`src/rtl/regfile_mp_if.sv`:
```
// Register file port bundle: read/issue side from ID, write/clear side from EX/MEM.
interface regfile_mp_if #(
   parameter int unsigned DATA_W = 32,
   parameter int unsigned ADDR_W = 5,
   parameter int unsigned NRD    = 2,
   parameter int unsigned NWR    = 2
);
   logic [NRD*ADDR_W-1:0] rd_addr_i;
   logic [NRD*DATA_W-1:0] rd_data_o;
   logic [NRD-1:0]        rd_ready_o;
   logic [NRD-1:0]        rd_used_i;
   logic                  stall_o;
   logic [NWR-1:0]        wr_en_i;
   logic [NWR*ADDR_W-1:0] wr_addr_i;
   logic [NWR*DATA_W-1:0] wr_data_i;
   logic [NWR-1:0]        wr_clr_i;
   logic                  iss_en_i;
   logic [ADDR_W-1:0]     iss_rd_i;
   logic                  flush_i;

   // Pipeline side drives requests and consumes read results
   modport master (
      output rd_addr_i, rd_used_i, wr_en_i, wr_addr_i, wr_data_i, wr_clr_i,
             iss_en_i, iss_rd_i, flush_i,
      input  rd_data_o, rd_ready_o, stall_o
   );

   // Register file side
   modport slave (
      input  rd_addr_i, rd_used_i, wr_en_i, wr_addr_i, wr_data_i, wr_clr_i,
             iss_en_i, iss_rd_i, flush_i,
      output rd_data_o, rd_ready_o, stall_o
   );
endinterface

```
`src/rtl/regfile_mp.sv`:
```
// Multi-port register file with write-priority bypass and a busy scoreboard.
module regfile_mp #(
   parameter int unsigned DATA_W    = 32,
   parameter int unsigned ADDR_W    = 5,
   parameter int unsigned NUM_REGS  = 32,
   parameter int unsigned NRD       = 2,
   parameter int unsigned NWR       = 2,
   parameter int unsigned ZERO_REG  = 1,
   parameter int unsigned BYPASS_EN = 1
) (
   input logic         clk,
   input logic         rest,
   regfile_mp_if.slave bus
);

   localparam bit ZR = (ZERO_REG != 0);
   localparam bit BP = (BYPASS_EN != 0);

   logic [DATA_W-1:0]   mem_q [NUM_REGS];
   logic [DATA_W-1:0]   mem_d [NUM_REGS];
   logic [NUM_REGS-1:0] busy_q;
   logic [NUM_REGS-1:0] busy_d;
   logic [NUM_REGS-1:0] clr_vec;

   logic [NRD*DATA_W-1:0] rd_data_c;
   logic [NRD-1:0]        rd_ready_c;
   logic                  stall_c;

   // Per-register "final result written this cycle" flags
   always_comb begin
      clr_vec = '0;
      for (int unsigned r = 0; r < NUM_REGS; r++) begin
         for (int unsigned j = 0; j < NWR; j++) begin
            if (bus.wr_en_i[j] && bus.wr_clr_i[j] &&
                bus.wr_addr_i[j*ADDR_W +: ADDR_W] == ADDR_W'(r)) begin
               clr_vec[r] = 1'b1;
            end
         end
      end
   end

   // Storage next state; ascending port scan lets the later stage win
   always_comb begin
      mem_d = mem_q;
      for (int unsigned r = 0; r < NUM_REGS; r++) begin
         for (int unsigned j = 0; j < NWR; j++) begin
            if (bus.wr_en_i[j] && bus.wr_addr_i[j*ADDR_W +: ADDR_W] == ADDR_W'(r) &&
                !(ZR && r == 0)) begin
               mem_d[r] = bus.wr_data_i[j*DATA_W +: DATA_W];
            end
         end
      end
   end

   // Scoreboard next state: flush beats issue, issue beats clear
   always_comb begin
      busy_d = busy_q;
      if (bus.flush_i) begin
         busy_d = '0;
      end else begin
         for (int unsigned r = 0; r < NUM_REGS; r++) begin
            if (bus.iss_en_i && bus.iss_rd_i == ADDR_W'(r)) begin
               busy_d[r] = 1'b1;
            end else if (clr_vec[r]) begin
               busy_d[r] = 1'b0;
            end
         end
      end
      if (ZR) begin
         busy_d[0] = 1'b0;
      end
   end

   // State registers
   always_ff @(posedge clk or posedge rest) begin
      if (rest) begin
         for (int unsigned r = 0; r < NUM_REGS; r++) begin
            mem_q[r] <= '0;
         end
         busy_q <= '0;
      end else begin
         mem_q  <= mem_d;
         busy_q <= busy_d;
      end
   end

   // Combinational read ports with forwarding and readiness
   always_comb begin
      logic [ADDR_W-1:0] a;
      logic [DATA_W-1:0] d;
      logic              in_range;
      logic              busy;
      logic              clr;
      rd_data_c  = '0;
      rd_ready_c = '1;
      for (int unsigned k = 0; k < NRD; k++) begin
         a        = bus.rd_addr_i[k*ADDR_W +: ADDR_W];
         d        = '0;
         in_range = 1'b0;
         busy     = 1'b0;
         clr      = 1'b0;
         for (int unsigned r = 0; r < NUM_REGS; r++) begin
            if (a == ADDR_W'(r)) begin
               in_range = 1'b1;
               d        = mem_q[r];
               busy     = busy_q[r];
               clr      = clr_vec[r];
            end
         end
         if (BP) begin
            for (int unsigned j = 0; j < NWR; j++) begin
               if (bus.wr_en_i[j] && bus.wr_addr_i[j*ADDR_W +: ADDR_W] == a) begin
                  d = bus.wr_data_i[j*DATA_W +: DATA_W];
               end
            end
         end
         if ((ZR && a == '0) || !in_range) begin
            rd_data_c[k*DATA_W +: DATA_W] = '0;
            rd_ready_c[k]                 = 1'b1;
         end else begin
            rd_data_c[k*DATA_W +: DATA_W] = d;
            rd_ready_c[k]                 = !busy || (BP && clr);
         end
      end
      if (rest) begin
         rd_data_c  = '0;
         rd_ready_c = '1;
      end
   end

   // Stall when any real operand is not ready
   always_comb begin
      stall_c = |(~rd_ready_c & bus.rd_used_i);
   end

   assign bus.rd_data_o  = rd_data_c;
   assign bus.rd_ready_o = rd_ready_c;
   assign bus.stall_o    = stall_c;

endmodule
```
`src/flat_wrapper.sv`:
```
// flat-port wrapper written by rule: the top's interface ports become plain ports
module regfile_mp_flat 
#(
   parameter int unsigned DATA_W    = 32,
   parameter int unsigned ADDR_W    = 5,
   parameter int unsigned NUM_REGS  = 32,
   parameter int unsigned NRD       = 2,
   parameter int unsigned NWR       = 2,
   parameter int unsigned ZERO_REG  = 1,
   parameter int unsigned BYPASS_EN = 1
)
  (clk, rest, bus_rd_addr_i, bus_rd_used_i, bus_wr_en_i, bus_wr_addr_i, bus_wr_data_i, bus_wr_clr_i, bus_iss_en_i, bus_iss_rd_i, bus_flush_i, bus_rd_data_o, bus_rd_ready_o, bus_stall_o);
  regfile_mp_if #(.DATA_W(DATA_W), .ADDR_W(ADDR_W), .NRD(NRD), .NWR(NWR)) bus_i ();
  input logic clk;
  input logic rest;
  input wire logic [$bits(bus_i.rd_addr_i)-1:0] bus_rd_addr_i;
  input wire logic [$bits(bus_i.rd_used_i)-1:0] bus_rd_used_i;
  input wire logic [$bits(bus_i.wr_en_i)-1:0] bus_wr_en_i;
  input wire logic [$bits(bus_i.wr_addr_i)-1:0] bus_wr_addr_i;
  input wire logic [$bits(bus_i.wr_data_i)-1:0] bus_wr_data_i;
  input wire logic [$bits(bus_i.wr_clr_i)-1:0] bus_wr_clr_i;
  input wire logic [$bits(bus_i.iss_en_i)-1:0] bus_iss_en_i;
  input wire logic [$bits(bus_i.iss_rd_i)-1:0] bus_iss_rd_i;
  input wire logic [$bits(bus_i.flush_i)-1:0] bus_flush_i;
  output wire logic [$bits(bus_i.rd_data_o)-1:0] bus_rd_data_o;
  output wire logic [$bits(bus_i.rd_ready_o)-1:0] bus_rd_ready_o;
  output wire logic [$bits(bus_i.stall_o)-1:0] bus_stall_o;
  assign bus_i.rd_addr_i = bus_rd_addr_i;
  assign bus_i.rd_used_i = bus_rd_used_i;
  assign bus_i.wr_en_i = bus_wr_en_i;
  assign bus_i.wr_addr_i = bus_wr_addr_i;
  assign bus_i.wr_data_i = bus_wr_data_i;
  assign bus_i.wr_clr_i = bus_wr_clr_i;
  assign bus_i.iss_en_i = bus_iss_en_i;
  assign bus_i.iss_rd_i = bus_iss_rd_i;
  assign bus_i.flush_i = bus_flush_i;
  assign bus_rd_data_o = bus_i.rd_data_o;
  assign bus_rd_ready_o = bus_i.rd_ready_o;
  assign bus_stall_o = bus_i.stall_o;
  regfile_mp #(.DATA_W(DATA_W), .ADDR_W(ADDR_W), .NUM_REGS(NUM_REGS), .NRD(NRD), .NWR(NWR), .ZERO_REG(ZERO_REG), .BYPASS_EN(BYPASS_EN)) u_core (.clk(clk), .rest(rest), .bus(bus_i));
endmodule
```
`config.mk`:
```
export PLATFORM = sky130hd
export DESIGN_NAME = regfile_mp_flat
export DESIGN_NICKNAME = d
export VERILOG_FILES = /design/src/rtl/regfile_mp_if.sv /design/src/rtl/regfile_mp.sv /design/src/flat_wrapper.sv
export SDC_FILE = /design/constraint.sdc
export NUM_CORES = 2
export LEC_CHECK = 0
export CAP_MARGIN = 25
export CORE_MARGIN = 8
export CORE_UTILIZATION = 40
export DETAILED_ROUTE_END_ITERATION = 16
export MAX_ROUTING_LAYER = met4
export PLACE_DENSITY = 0.68
export REMOVE_ABC_BUFFERS = 1
export SYNTH_ARGS = -nofsm -noshare
export SYNTH_HDL_FRONTEND = slang
export SYNTH_SLANG_ARGS = --single-unit
```
`constraint.sdc`:
```
create_clock -name clk -period 55.1 [get_ports clk]
set_clock_uncertainty 0.05 [all_clocks]
set_input_delay 11.02 -clock clk [delete_from_list [all_inputs] [get_ports clk]]
set_output_delay 11.02 -clock clk [all_outputs]
set_load 0.01 [all_outputs]
```
==> flow_summary.json <==
{
  "filler_free_cell_count_of_the_finished_design": 10640,
  "power.density_cell_area_nw_per_um2": 34.47,
  "htree_num_levels": 3,
  "grt_overflow_total": 0,
  "yosysTopAreaCell": "sky130_fd_sc_hd__dfrtp_1",
  "worst_hold_startpoint": "u_core.mem_q[484]",
  "clk_path_buf_depth": 3,
  "route.detailed.drc": 0,
  "whs_path_depth": 2,
  "detail_route.wl_per_cell_um": 37.56,
  "synth_area_um2": 69780,
  "worst_slew_pin_slew_ps": 1263,
  "mux_cell_area_share_after_synthesis": 0.1773,
  "grt_start_max_net_pins": 89,
  "ys.warnings.count": 0,
  "yosys.area_share.simple": 0.1345,
  "worst_r2r_endpoint": "u_core.busy_q[29]",
  "worst_path_max_delay_cell": "sky130_fd_sc_hd__clkdlybuf4s50_1",
  "synth-async-reset-ratio": 1.000,
  "final_period_minus_worst_setup_slack_ps": 27540,
  "drv_slew": 0,
  "finalSetupTns_ps": 0,
  "areaGrowthSynthToFinish_pct": 12.17,
  "yosys_register_bits": 1023,
  "placement.io_buffers": 165,
  "timing.max_cap.violations": 0,
  "place_inst": 10390,
  "reg2reg_from": "u_core.busy_q[29]",
  "first_global_vias": 71650,
  "synthMostInstantiatedCell": "sky130_fd_sc_hd__a21oi_1",
  "critical_path_class": "input pin to output port",
  "initialDrtViolationCount": 14970,
  "netlist.area_leader.share": 0.3669,
  "max-slew-margin-rel": 0.1489,
  "type_of_the_tightest_min_delay_check": "register to register",
  "die_w_um": 433.7,
  "route.final.wire_length_um": 399400,
  "overall_die_area_um2": 188100,
  "post_route_cells_drive_above_1_share": 0.09719,
  "post_cts_buffers": 0,
  "clkSinkCount": 1023,
  "max_clock_freq_mhz": 36.31,
  "worst_hold_endpoint": "u_core.mem_q[484]",
  "post_synth.cell_area_avg_um2": 8.192,
  "worstSetupStartpointType": "input pin",
  "r2r_cells": 4,
  "synthesis.instances": 8518,
  "first_pass_grt_wire_length_um": 553100,
  "worstPathCellList": "clkdlybuf4s50_1 > xor2_1 > nor4_1 > nand3_1 > buf_4 > nand2_1 > nor3_1 > o211a_1 > o21ai_0 > nand3_1 > clkdlybuf4s50_1",
  "dp_wirelength_um": 265200,
  "antenna_violations_before_repair": 18,
  "initial_core_util": 0.4019,
  "cts.reportedPaths.clkPinSlew_ps": 60,
  "power.ir.vdd_worst_mv": 0.03127,
  "num_rows": 153,
  "worstSetupEndpointType": "output port",
  "final_util": 0.4508,
  "synth_top_family_by_area": "compound AO/OA/AOI/OAI gates",
  "die-height_um": 433.7,
  "drt-pass1-iter-count": 13,
  "rrSetupSlack_ps": 53850,
  "layout.area.seq_um2": 25600,
  "synth_sequential_area_ratio": 0.3669,
  "commonest_cells_in_the_synthesized_netlist": "sky130_fd_sc_hd__a21oi_1 (1,470), sky130_fd_sc_hd__nor2_1 (1,399), sky130_fd_sc_hd__mux2i_1 (1,103), sky130_fd_sc_hd__dfrtp_1 (1,023), sky130_fd_sc_hd__clkbuf_1 (796)",
  "multi_input_area_um2": 41030,
  "worstPathArrival_ps": 16470,
  "root_buffer": "sky130_fd_sc_hd__clkbuf_16",
  "synth_top_cells_by_area": "sky130_fd_sc_hd__dfrtp_1 (37%), sky130_fd_sc_hd__mux2i_1 (16%), sky130_fd_sc_hd__a21oi_1 (11%)",
  "final.period_utilization": 0.4998,
  "routed_via_density": 7.283,
  "place.gp.congestion": 1.092,
  "critical_path_peak_fanout": 27,
  "final.fill_count": 16990,
  "required_ps": 44030,
  "synth_compound_area_frac": 0.2632,
  "post_cts_resize_count": 0,
  "io_pins": 166,
  "cts-hold-fix-buffers": 0,
  "yosys.cell_types.count": 90,
  "tritoncts_clock_tree": "built",
  "finalSetupViolations": 0,
  "rsz0062_at_grt": "no",
  "max_stage_delay_ps": 980,
  "vias": 77460,
  "synthFlopType": "sky130_fd_sc_hd__dfrtp_1",
  "status": "completed",
  "total_power_mw": 2.698,
  "synth-edff-count": 0,
  "post_synthesis_adder_cell_area_fraction": 0,
  "grt_usage": 0.4144,
  "synth_xor_xnor_area_share": 0.002636,
  "p_leak_nw": 34.03,
  "clk_latency_ps": 760,
  "final_nets": 8288,
  "final_hold_violating_endpoints": 0,
  "ant_nets": 0,
  "core-area_um2": 173600,
  "tritoncts_buffer_count": 118
}
-- kinds of logic after synthesis --
family | after synthesis
flops | 1023
xor+xnor | 21
mux | 1187
simple gates | 2201
compound gates | 3077
buf+inv | 1009
-- routing by layer --
| layer | routed length (µm) | global-route usage | part of all wire |
|---|---|---|---|
| met4 | 39770 | 0.2962 | 0.10 |
| met3 | 56170 | 0.1411 | 0.14 |
| met5 | 0 | - | 0 |
| met1 | 140500 | 0.4967 | 0.35 |
| met2 | 163000 | 0.5792 | 0.41 |
-- registers in the layout, summed over array words and instances, names as in the netlist --
name,cells
u_core.busy_q,31
u_core.mem_q,992
-- metrics by stage --
step	setup WS [ps]	hold WS, ps	cell area [µm²]
6_report	27560	487.5	78270
5_1_grt	27850	494.7	78250
4_1_cts	28060	486.3	78060
3_5_place_dp	28070	472.3	73980
3_3_place_gp	28060	462.9	73910
2_1_floorplan	331.6	448.4	66030
-- area by class of cell --
type,instances,area share
Antenna cell,27,0.0008633
Timing Repair Buffer,525,0.05672
Inverter,35,0.001854
Tap cell,2325,0.03717
Clock buffer,163,0.04270
Sequential cell,1023,0.3271
Clock inverter,51,0.009416
Multi-Input combinational cell,6486,0.5242
-- critical path, delay by kind of cell --
kind | cells | cell delay, ps
XOR/XNOR | 1 | 750
AND/OR/NAND/NOR | 5 | 2020
AO/OA/AOI/OAI | 2 | 570
buffers and inverters | 3 | 2050
-- where the power goes --
part	switching [mW]	total, mW	leakage [nW]	internal (mW)
logic	0.395	0.640	20.2	0.245
clock network	0.373	0.862	1.99	0.489
registers	0.238	1.20	11.8	0.958
-- cell usage in the layout (no fill, tap or decap), drive strengths merged, types with 103 or more instances in the layout --
cell type,count
a22oi,141
mux2i,1103
clkbuf,166
clkdlybuf4s50,152
o21ai,581
dfrtp,1023
a21oi,1470
nand3,103
nand2,362
buf,370
nor2,1399
o22ai,194
-- worst max path at each step --
| stage | startpoint | to | cells past startpoint |
|---|---|---|---|
| 3_5_place_dp | bus_rd_addr_i[0] | bus_rd_data_o[3] | 11 |
| 3_3_place_gp | bus_rd_addr_i[1] | bus_rd_data_o[10] | 11 |
| 5_1_grt | bus_wr_addr_i[7] | bus_rd_data_o[17] | 11 |
| 4_1_cts | bus_rd_addr_i[0] | bus_rd_data_o[3] | 11 |
| 2_1_floorplan | rest | bus_rd_data_o[2] | 6 |
| 6_report | bus_wr_addr_i[7] | bus_rd_data_o[17] | 11 |
Power figures use the tool's default switching activity.
